==> config.mk <==
export PLATFORM = sky130hd
export DESIGN_NAME = rx_frame_assembler
export DESIGN_NICKNAME = d
export VERILOG_FILES = /design/src/rtl/rx_frame_assembler.sv
export SDC_FILE = /design/constraint.sdc
export NUM_CORES = 1
export LEC_CHECK = 0
export ABC_AREA = 1
export CELL_PAD_IN_SITES_DETAIL_PLACEMENT = 1
export CELL_PAD_IN_SITES_GLOBAL_PLACEMENT = 1
export CORE_MARGIN = 1
export CORE_UTILIZATION = 42
export DETAILED_ROUTE_END_ITERATION = 7
export GPL_TIMING_DRIVEN = 0
export HOLD_SLACK_MARGIN = 0.02
export PLACE_DENSITY = 0.92
export SLEW_MARGIN = 10
export SYNTH_ARGS = -nofsm -noshare
export SYNTH_HDL_FRONTEND = slang
export SYNTH_SLANG_ARGS = --single-unit
==> constraint.sdc <==
create_clock -name clk -period 4.2 [get_ports clk]
set_input_delay 1.26 -clock clk [delete_from_list [all_inputs] [get_ports clk]]
set_output_delay 1.26 -clock clk [all_outputs]
set_load 0.005 [all_outputs]
==> src/rtl/rx_frame_assembler.sv <==
// rx_frame_assembler
// Collects N_OPS operands of OP_BYTES bytes each (LSB first) followed by one
// command byte from the UART receiver, commits them atomically to the output
// registers and pulses trigger to start the TX-result path.
//
// Ports:
//   clk          system clock
//   reset        asynchronous, active-high reset
//   rx_valid     one-cycle pulse, rx_data holds a received byte
//   rx_data      received byte
//   ops          committed operands, op k at [k*OPW +: OPW]
//   cmd          committed command (rx_data[CMD_WIDTH-1:0] of the last byte)
//   trigger      one-cycle pulse requesting result transmission
//   show_result  high while the committed result is current
//   busy         high while a frame is partially received or being committed
//   byte_idx     bytes accepted in the current frame
//   timeout_err  one-cycle pulse, partial frame discarded on inter-byte timeout
//   overrun_err  one-cycle pulse, byte dropped during COMMIT/DELAY/TRIG
module rx_frame_assembler #(
    parameter int unsigned N_OPS          = 2,
    parameter int unsigned OP_BYTES       = 2,
    parameter int unsigned CMD_WIDTH      = 2,
    parameter int unsigned TIMEOUT_CYCLES = 100000
) (
    input  logic                                 clk,
    input  logic                                 reset,
    input  logic                                 rx_valid,
    input  logic [7:0]                           rx_data,
    output logic [N_OPS*8*OP_BYTES-1:0]          ops,
    output logic [CMD_WIDTH-1:0]                 cmd,
    output logic                                 trigger,
    output logic                                 show_result,
    output logic                                 busy,
    output logic [$clog2(N_OPS*OP_BYTES+1)-1:0]  byte_idx,
    output logic                                 timeout_err,
    output logic                                 overrun_err
);

    localparam int unsigned NB   = N_OPS * OP_BYTES;
    localparam int unsigned IDXW = $clog2(NB + 1);
    localparam int unsigned LAST = NB - 1;
    localparam int unsigned TW   = (TIMEOUT_CYCLES < 2) ? 1 : $clog2(TIMEOUT_CYCLES + 1);

    typedef enum logic [2:0] {
        S_IDLE    = 3'd0,
        S_COLLECT = 3'd1,
        S_CMD     = 3'd2,
        S_COMMIT  = 3'd3,
        S_DELAY   = 3'd4,
        S_TRIG    = 3'd5
    } state_t;

    state_t                 state;
    state_t                 state_next;
    logic [NB*8-1:0]        shadow;
    logic [NB*8-1:0]        shadow_next;
    logic [CMD_WIDTH-1:0]   shadow_cmd;
    logic [CMD_WIDTH-1:0]   shadow_cmd_next;
    logic [NB*8-1:0]        ops_next;
    logic [CMD_WIDTH-1:0]   cmd_next;
    logic [IDXW-1:0]        idx_next;
    logic                   show_next;
    logic                   trigger_next;
    logic                   busy_next;
    logic                   timeout_next;
    logic                   overrun_next;
    logic [TW-1:0]          tmo_cnt;
    logic [TW-1:0]          tmo_cnt_next;
    logic                   tmo_hit_c;

    // Expiry fires on the edge where the idle count reaches TIMEOUT_CYCLES.
    assign tmo_hit_c = (TIMEOUT_CYCLES != 0) && (tmo_cnt == TW'(TIMEOUT_CYCLES - 1));

    // State and output registers.
    always_ff @(posedge clk or posedge reset) begin
        if (reset) begin
            state       <= S_IDLE;
            shadow      <= '0;
            shadow_cmd  <= '0;
            ops         <= '0;
            cmd         <= '0;
            byte_idx    <= '0;
            show_result <= 1'b1;
            trigger     <= 1'b0;
            busy        <= 1'b0;
            timeout_err <= 1'b0;
            overrun_err <= 1'b0;
            tmo_cnt     <= '0;
        end else begin
            state       <= state_next;
            shadow      <= shadow_next;
            shadow_cmd  <= shadow_cmd_next;
            ops         <= ops_next;
            cmd         <= cmd_next;
            byte_idx    <= idx_next;
            show_result <= show_next;
            trigger     <= trigger_next;
            busy        <= busy_next;
            timeout_err <= timeout_next;
            overrun_err <= overrun_next;
            tmo_cnt     <= tmo_cnt_next;
        end
    end

    // Next-state and next-output logic.
    always_comb begin
        state_next      = state;
        shadow_next     = shadow;
        shadow_cmd_next = shadow_cmd;
        ops_next        = ops;
        cmd_next        = cmd;
        idx_next        = byte_idx;
        show_next       = show_result;
        trigger_next    = 1'b0;
        timeout_next    = 1'b0;
        overrun_next    = 1'b0;
        tmo_cnt_next    = tmo_cnt;

        case (state)
            S_IDLE: begin
                if (rx_valid) begin
                    shadow_next[7:0] = rx_data;
                    idx_next         = IDXW'(1);
                    show_next        = 1'b0;
                    tmo_cnt_next     = '0;
                    // A single-byte operand field goes straight to the command byte.
                    state_next       = (NB == 1) ? S_CMD : S_COLLECT;
                end
            end

            S_COLLECT: begin
                if (rx_valid) begin
                    for (int unsigned i = 0; i < NB; i++) begin
                        if (byte_idx == IDXW'(i)) begin
                            shadow_next[i*8 +: 8] = rx_data;
                        end
                    end
                    idx_next     = byte_idx + IDXW'(1);
                    tmo_cnt_next = '0;
                    if (byte_idx == IDXW'(LAST)) begin
                        state_next = S_CMD;
                    end
                end else if (tmo_hit_c) begin
                    shadow_next     = '0;
                    shadow_cmd_next = '0;
                    idx_next        = '0;
                    show_next       = 1'b1;
                    timeout_next    = 1'b1;
                    tmo_cnt_next    = '0;
                    state_next      = S_IDLE;
                end else if (TIMEOUT_CYCLES != 0) begin
                    tmo_cnt_next = tmo_cnt + TW'(1);
                end
            end

            S_CMD: begin
                if (rx_valid) begin
                    shadow_cmd_next = rx_data[CMD_WIDTH-1:0];
                    tmo_cnt_next    = '0;
                    state_next      = S_COMMIT;
                end else if (tmo_hit_c) begin
                    shadow_next     = '0;
                    shadow_cmd_next = '0;
                    idx_next        = '0;
                    show_next       = 1'b1;
                    timeout_next    = 1'b1;
                    tmo_cnt_next    = '0;
                    state_next      = S_IDLE;
                end else if (TIMEOUT_CYCLES != 0) begin
                    tmo_cnt_next = tmo_cnt + TW'(1);
                end
            end

            // All committed fields update on the same edge.
            S_COMMIT: begin
                ops_next     = shadow;
                cmd_next     = shadow_cmd;
                show_next    = 1'b1;
                idx_next     = '0;
                overrun_next = rx_valid;
                state_next   = S_DELAY;
            end

            S_DELAY: begin
                overrun_next = rx_valid;
                state_next   = S_TRIG;
            end

            S_TRIG: begin
                trigger_next = 1'b1;
                overrun_next = rx_valid;
                state_next   = S_IDLE;
            end

            default: begin
                state_next = S_IDLE;
            end
        endcase

        busy_next = (state_next != S_IDLE);
    end

endmodule
Word level (Yosys, flattened, before mapping)
Cells that the tools add are included.
{ "word_totals": {"regBits": 96, "output_inout_bits": 42, "wordCells": 91} }
{ "classes": {"add_sub_neg": 2, "eq_ne": 18, "mux": 38, "reduce_logical": 18} }
{ "ops": {"columns": ["cell", "n"], "rows": [
  ["$mux W32", 3],
  ["$mux W17", 3],
  ["$pmux W24 S2", 1],
  ["$mux W8", 5],
  ["$pmux W17 S2", 1],
  ["$mux W3", 9],
  ["$pmux W8 S3", 1],
  ["$add A17 B1 Y17 const B", 1],
  ["$eq A17 B17 Y1 const B", 1],
  ["$pmux W3 S5", 1],
  ["$eq A3 B2 Y1 const B", 4],
  ["$ne A3 B3 Y1 const B", 4],
  ["$pmux W3 S4", 1],
  ["$reduce_and A3 Y1", 4],
  ["$reduce_bool A3 Y1", 3],
  ["$mux W1", 8],
  ["$ne A2 B2 Y1 const B", 4],
  ["$reduce_and A4 Y1", 2],
  ["$eq A3 B1 Y1 const B", 2],
  ["$eq A3 B3 Y1 const B", 2],
  ["$logic_not A3 Y1", 2],
  ["$mux W2", 3],
  ["$pmux W2 S2", 1],
  ["$reduce_and A2 Y1", 2],
  ["other kinds (7)", 8]
]} }

Logic depth before layout (Yosys ltp)
Gate-level depths: netlist of run 1.
{ "logic_depth": {"word_depth": 5, "mapped_depth": 10, "mapped_depth_nobuf": 10} }

Worst setup path after synthesis of run 1
Ideal clock, no wire load.
{ "synth_timing": {"path_type": "input port to flip-flop", "from": "input rx_valid", "to": "register shadow[23]", "setup_ns": 0.127, "t_arrival_ns": 2.051, "required_ns": 4.073, "setup_slack_ns": 2.023, "stages": 9, "cell_sequence": "inv_2 buf_6 nor2_8 inv_2 nand2_4 nor2_1 nand2_2 nand2_1 o21ai_0"} }
{ "synth_between": {"elab_chain_cells": 2} }
{ "synth_rtl": {"columns": ["element", "line_no", "source"], "rows": [
  ["start: declaration", "27", "input logic rx_valid,"],
  ["$ne A3 B3 Y1 (no line), or another cell as far along", null, null],
  ["$reduce_and A3 Y1 (no line) / $pmux W24 S2 (equally long branches)", null, null],
  ["end signal: assignment", "91", "shadow <= shadow_next;"],
  ["end: declaration", "55", "logic [NB*8-1:0] shadow;"]
]} }
Parallel ways exist; a longest one is shown, timed or not.
A chain may end at the register's enable or synchronous reset.

Worst setup path after layout of run 1
{ "layout_timing": {"from": "register byte_idx[0]", "to": "output byte_idx[0]"} }
{ "layout_rtl": {"columns": ["element", "line_no", "source"], "rows": [
  ["start: declaration", "34", "output logic [$clog2(N_OPS*OP_BYTES+1)-1:0] byte_idx,"],
  ["start signal: assignment", "95", "byte_idx <= idx_next;"]
]} }
No word-level cell between the ends.

==> impl_results.md, run 1 <==
- Outcome: finished clean
- Largest net degree at the start of global routing: 65
- Yosys warning count: 0
- Sequential area share after synthesis: 0.559
- Required time of the critical path: 2.94 ns
- CP max stage delay: 0.57 ns
- Hold_buf cts: 0
- Initial antenna violation count: 0
- Post-CTS Setup Inserts: 0
- Hpwl dp: 8370 um
- Setup WS pre-CTS: 1.17 ns
- WL final: 11300 um
- R2r setup slk: 2.37 ns
- Critical Path Fanout Max: 7
- Vias in the first global route: 3950
- Number of antenna cells inserted: 0
- Vias: 3592
- PortBufs: 52
- CTS tree: done
- Clk_lat worst skew: 0.39 ns
- Max-slew headroom: 0.694
- Number of H-tree levels: 3
- Top delay family on crit path: buffers and inverters
- Synthesized area per cell: 8.62 um2
- Die area: 10700 um2
- Clock transition at path regs: 0.10 ns
- Top-count cell post-synth: nand2_1
- Initial drt markers: 105
- Leakage: 2.57 nW
- Hold EP: ops[27]
- Post-Syn Nets: 516
- GR Util met1: 0.274
- Synth top area cells: dfrtp_1 (55%), nand2_1 (18%), nor2_1 (3.2%)
- Root buf cell: clkbuf_8
- Worst slew pin tran: 0.459 ns
- Cell taking the most area after synthesis: dfrtp_1
- Launch point of the worst reg-to-reg path: tmo_cnt[1]
- Hold depth: 2
- Final worst path period need: 2.72 ns
- Crit. End Element: output pin
- Grt peak-use layer: met2
- Yosys top cell area share: 0.553
- Most common flop cell mapped by yosys: dfrtp_1
- Synth async-reset ratio: 1.00
- Reg2Reg Capture Point: tmo_cnt[9]
- Gpl congestion: 0.842
- GRT overflow: 0
- Post-route cell area: 5210 um2
- Setup violators final: 0
- Post-DP Area: 5020 um2
- Core area: 9860 um2
- Fmax: 0.367 GHz
- Mapped Cells: 499
- Critical-path top delay cell: clkdlybuf4s50_1
- Netlist Area Pre-Place: 4300 um2
- RSZ-0062 raised after global routing: no
- HP Start: ops[27]
- Max Root-Sink Buffers: 2
- Die Wd: 103 um
- Post-CTS Resized: 0
- Fin cells: 701
- Total CTS buffers: 9
- Setup CP Type: register to output pin
- GRT Overall Usage: 0.241
- Number of unique standard cell types used by synthesis: 30
- FF-to-FF path depth: 8
- First-pass GRT wire length: 19100 um
- Final Max Tran Viols: 0
- Row count: 36
- P per Cell Area: 653 nW/um2
- Worst Setup Slack, final: 1.48 ns
- CP Buf/Inv Count: 1
- Drt first pass iters: 4
- Syn-to-layout area delta: 21.2%
- Final Skew: 0.0166 ns
- Fin nets: 580
- # DRC: 0
- Vias per cell: 5.12
- Share of post-route cells with drive strength above 1: 0.104
- Die height: 103 um
- DP Cell Count: 685
- Final hold vios: 0
- HP Class: register to register
- Most instantiated cells after synthesis: nand2_1 (208), dfrtp_1 (95), nor2_1 (37)
- Synth Register Bits: 96
- VDD IR max: 0.243 mV
- Final hold slack: 0.475 ns
- Final period utilization: 0.648
- Count of clock tree sinks: 96
- GR Util met3: 0.0504
- CP arrival: 1.46 ns
- Crit-path cells: clkdlybuf4s50_1
- Final core utilization: 0.529
- CP Launch Type: register
- Antenna Nets Post-Route: 0
- Ports: 53
- Starting density of the core: 0.436
- Fill count: 1186
- Max-cap viol count: 0
- Post-synth EDFFs: 0
- Routed len/inst: 16.2 um
- Grt met2 use: 0.449
worst max path at each step:
stage | from | end | cells after the start
finish | byte_idx[0] | byte_idx[0] | 1
global route | rx_valid | shadow[21] | 10
CTS | byte_idx[0] | byte_idx[0] | 1
detailed placement | rx_valid | shadow[21] | 10
global placement | reset | ops[4] | 2
floorplan | reset | busy | 1
routing by layer:
layer	wire length, um	up-vias	part of all wire
met3	368	20	0.032
met1	4670	1793	0.41
li1	-	1697	-
met4	181	0	0.016
met5	0	-	0
met2	6110	82	0.54
cells in the final DEF (no fill, tap or decap), drive strengths merged:
master and n:
nand4 7, o211ai 1, clkdlybuf4s50 52, a32o 1, nand2 218, nor3 4, a31oi 1, nand3 18
nand3b 2, clkinv 3, o21bai 1, dfrtp 95, xor2 8, ha 6, o21ai 37, buf 8
clkbuf 10, a21oi 7, nor2 46, dfstp 1, inv 42
kinds of logic after synthesis:
| family | synth area share |
|---|---|
| and+or+nand+nor | 0.303 |
| DFF | 0.559 |
| AOI/OAI and AO/OA | 0.0593 |
| xor gates and xnor gates | 0.0163 |
| adders and majority gates | 0.0175 |
| buffers and inverters | 0.0448 |
power breakdown:
part           internal (mW)  leakage (nW)  switching [mW]
clock                  0.246         0.101           0.363
sequential              1.25          1.25           0.206
combinational          0.547          1.23           0.792
per-stage QoR:
step                setup TNS [ns]  total power, mW
finish                           0             3.40
detailed placement               0             2.80
global placement            -86.79             2.68
global route                     0             3.66
floorplan                        0             2.19
CTS                              0             3.43
registers in the layout, summed over array words and instances (netlist names):
signal and count:
shadow_cmd 2, cmd 2, state 3, timeout_err 1, show_result 1, overrun_err 1, byte_idx 3, tmo_cnt 17
busy 1, trigger 1, shadow 32, ops 32
layout make-up:
cell class	instances	area, um2	share of cell area
buffer	7	41.3	0.00792
clock buffer	10	138	0.0264
clock inverter	6	57.6	0.0110
inverter	39	154	0.0295
multi-input combinational	357	1710	0.327
sequential	96	2400	0.461
tap	133	166	0.0319
timing repair buffer	53	548	0.105
worst reg2reg max path: cells and delay by family (launching register included):
kind,cells,cell delay (ns)
DFF,1,0.42
and+or+nand+nor,5,0.78
buffers and inverters,2,0.31
adders and majority gates,1,0.22
Note: power is estimated with default switching activity, not from simulation.
==> run 2: changes to the inputs <==
CORE_UTILIZATION = 38   (was 42)
PLACE_DENSITY = 0.88   (was 0.92)
clock period = 2.25 ns   (was 4.2 ns; I/O delays follow)
==> run 2 against run 1 <==
Effect of this change:
- sequential power grew 87%
- largest power group unchanged
- worst setup slack lost 1.4 ns
- power grew 100%
- highest routed layer unchanged
- register-to-register slack lost 1.9 ns
- hold slack lost 0.0046 ns
- global-route usage shrank 3.1 points
- flip-flop and latch count is the same
==> impl_results.md, run 2 (synthesis gave the netlist of run 1 again) <==
- Share of post-route cells with drive strength above 1: 0.105 (was 0.104)
- Fill count: 1302 (was 1186)
- Total CTS buffers: 9 (unchanged)
- Leakage: 2.61 nW (was 2.57 nW)
- Switching Share: 0.377 (was 0.400)
- Crit. End Element: register (was output pin)
- Fin nets: 581 (was 580)
- CP Launch Type: input port (was register)
- PortBufs: 52 (unchanged)
- VDD IR max: 0.606 mV (was 0.243 mV)
- Largest regs: ops (32), shadow (32), tmo_cnt (17) (unchanged)
- Critical-path top delay cell: clkdlybuf4s50_1 (unchanged)
- Final hold vios: 0 (unchanged)
- Die Wd: 108 um (was 103 um)
- GRT Overall Usage: 0.210 (was 0.241)
- Final Skew: 0.00936 ns (was 0.0166 ns)
- Antenna Nets Post-Route: 0 (unchanged)
- FF-to-FF path depth: 7 (was 8)
- Hold_buf cts: 0 (unchanged)
- Worst path most repeated cell: nand2_4
- Vias per cell: 5.02 (was 5.12)
- Crit-path cells: clkdlybuf4s50_1 > nor2_1 > nand2_2 > nand3_4 > clkinv_4 > nand2_4 > nor2_8 > nand2_4 > nand2_1 > o21ai_1 (was clkdlybuf4s50_1)
- R2r setup slk: 0.43 ns (was 2.37 ns)
- Count of clock tree sinks: 96 (unchanged)
- Reg2Reg Capture Point: busy (was tmo_cnt[9])
- End of the critical path: shadow[1] (was byte_idx[0])
- Crit path from: rx_valid (was byte_idx[0])
- Starting density of the core: 0.393 (was 0.436)
- Final period utilization: 0.947
- Launch point of the worst reg-to-reg path: byte_idx[0] (was tmo_cnt[1])
- Outcome: finished clean (unchanged)
- Required time of the critical path: 2.48 ns (was 2.94 ns)
- Max-cap viol count: 0 (unchanged)
- Max Root-Sink Buffers: 2 (unchanged)
- Root buf cell: clkbuf_16 (was clkbuf_8)
- Row count: 38 (was 36)
- Int Power: 4.24 mW (was 2.04 mW)
- Setup CP Type: input port to register (was register to output pin)
- Final worst path period need: 2.13 ns
- Clk_lat worst skew: 0.34 ns (was 0.39 ns)
- Critical Path Fanout Max: 8 (was 7)
- Commonest non-fill, non-tap cell in the layout: nand2_1 (unchanged)
- Number of antenna cells inserted: 0 (unchanged)
- GRT overflow: 0 (unchanged)
- Worst Setup Slack, final: 0.118 ns (was 1.48 ns)
- WL final: 11400 um (was 11300 um)
- Final Max Tran Viols: 0 (unchanged)
- Syn-to-layout area delta: 24.3% (was 21.2%)
- Die area: 11700 um2 (was 10700 um2)
- Vias: 3561 (was 3592)
- Die height: 108 um (was 103 um)
- Routed len/inst: 16.1 um (was 16.2 um)
- Clk pwr share: 0.230 (was 0.179)
- CTS tree: done (unchanged)
- Setup WS pre-CTS: -0.235 ns (was 1.17 ns)
- Setup violators final: 0 (unchanged)
- Clock transition at path regs: 0.07 ns (was 0.10 ns)
- Hpwl dp: 8520 um (was 8370 um)
- CP arrival: 2.36 ns (was 1.46 ns)
- Final hold slack: 0.471 ns (was 0.475 ns)
- First-pass GRT wire length: 18700 um (was 19100 um)
- Fmax: 0.469 GHz
- Initial antenna violation count: 0 (unchanged)
- CP max stage delay: 0.63 ns (was 0.57 ns)
- Combinational power share: 0.371 (was 0.394)
- Core area: 10900 um2 (was 9860 um2)
- Max-slew headroom: 0.588 (was 0.694)
- Worst slew pin tran: 0.617 ns (was 0.459 ns)
- RSZ-0062 raised after global routing: no (unchanged)
- Ports: 53 (unchanged)
- Switch Pwr: 2.56 mW (was 1.36 mW)
- Drt first pass iters: 4 (unchanged)
- Initial drt markers: 197 (was 105)
- P per Cell Area: 1270 nW/um2 (was 653 nW/um2)
- Vias in the first global route: 3749 (was 3950)
- HP Class: register to register (unchanged)
- # DRC: 0 (unchanged)
- Commonest non-fill, non-tap cells in the layout: nand2_1 (208), dfrtp_1 (95), clkdlybuf4s50_1 (52) (unchanged)
- Number of H-tree levels: 3 (unchanged)
- Largest net degree at the start of global routing: 39 (was 65)
- Gpl congestion: 0.849 (was 0.842)
- Reg power frac: 0.399 (was 0.427)
run 2: changes by cell type in the layout (fill, tap and decap cells not counted), moves of 2 or more:
cell,delta
clkbuf_8,-10
clkinv_4,-2
buf_12,+2
clkinvlp_4,+3
clkbuf_16,+9
run 2: what timing repair did:
item,4_1_cts,5_1_grt
gates resized for setup,0,1
buffers inserted,0,0
setup endpoints to repair,0,1
run 2: power groups by stage:
stage | registers, mW | clock network [mW] | logic [mW]
global route | 2.78 | 1.67 | 2.79
detailed placement | 2.74 | 0 | 2.49
floorplan | 2.67 | 0 | 1.42
global placement | 2.69 | 0 | 2.33
CTS | 2.72 | 1.61 | 2.54
finish | 2.71 | 1.57 | 2.52
run 2: layout make-up:
type | count | area, um2 | area share
plain buffers | 7 | 41.3 | 0.00772
multi-input cells | 357 | 1710 | 0.319
well taps | 140 | 175 | 0.0328
clock inverters | 6 | 73.8 | 0.0138
inverters | 39 | 155 | 0.0290
clock buffers | 10 | 229 | 0.0428
repair buffers | 54 | 561 | 0.105
flip-flops and latches | 96 | 2400 | 0.450
run 2: per-layer routing:
| metal | vias up | wire (um) | GRT usage |
|---|---|---|---|
| met3 | 16 | 304 | 0.0404 |
| met1 | 1790 | 4830 | 0.242 |
| met4 | 0 | 186 | 0.0734 |
| met5 | - | 0 | 0 |
| met2 | 58 | 6090 | 0.384 |
| li1 | 1697 | - | - |
run 2: how the worst min path moves through the flow:
stage,from,endpoint,depth (start not counted)
6_report,ops[19],ops[19],2
5_1_grt,ops[19],ops[19],2
4_1_cts,shadow[7],shadow[7],2
3_5_place_dp,ops[19],ops[19],2
3_3_place_gp,ops[22],ops[22],2
2_1_floorplan,shadow[2],shadow[2],2
run 2: critical path: cells and delay by family:
| kind | cells | cell delay [ns] |
|---|---|---|
| simple gates | 7 | 0.85 |
| compound gates | 1 | 0.07 |
| buf+inv | 2 | 0.76 |
run 2: metrics by stage:
stage / util / power [mW] / setup TNS, ns / instances / cell area [um2]
after global placement: 0.457 / 5.01 / -51.87 / 691 / 5000
after detailed placement: 0.461 / 5.23 / -4.67 / 693 / 5040
final: 0.489 / 6.80 / 0 / 709 / 5350
after floorplan: - / 4.09 / 0 / 499 / 4310
after global routing: 0.489 / 7.23 / 0 / 709 / 5350
after CTS: 0.489 / 6.86 / 0 / 709 / 5340
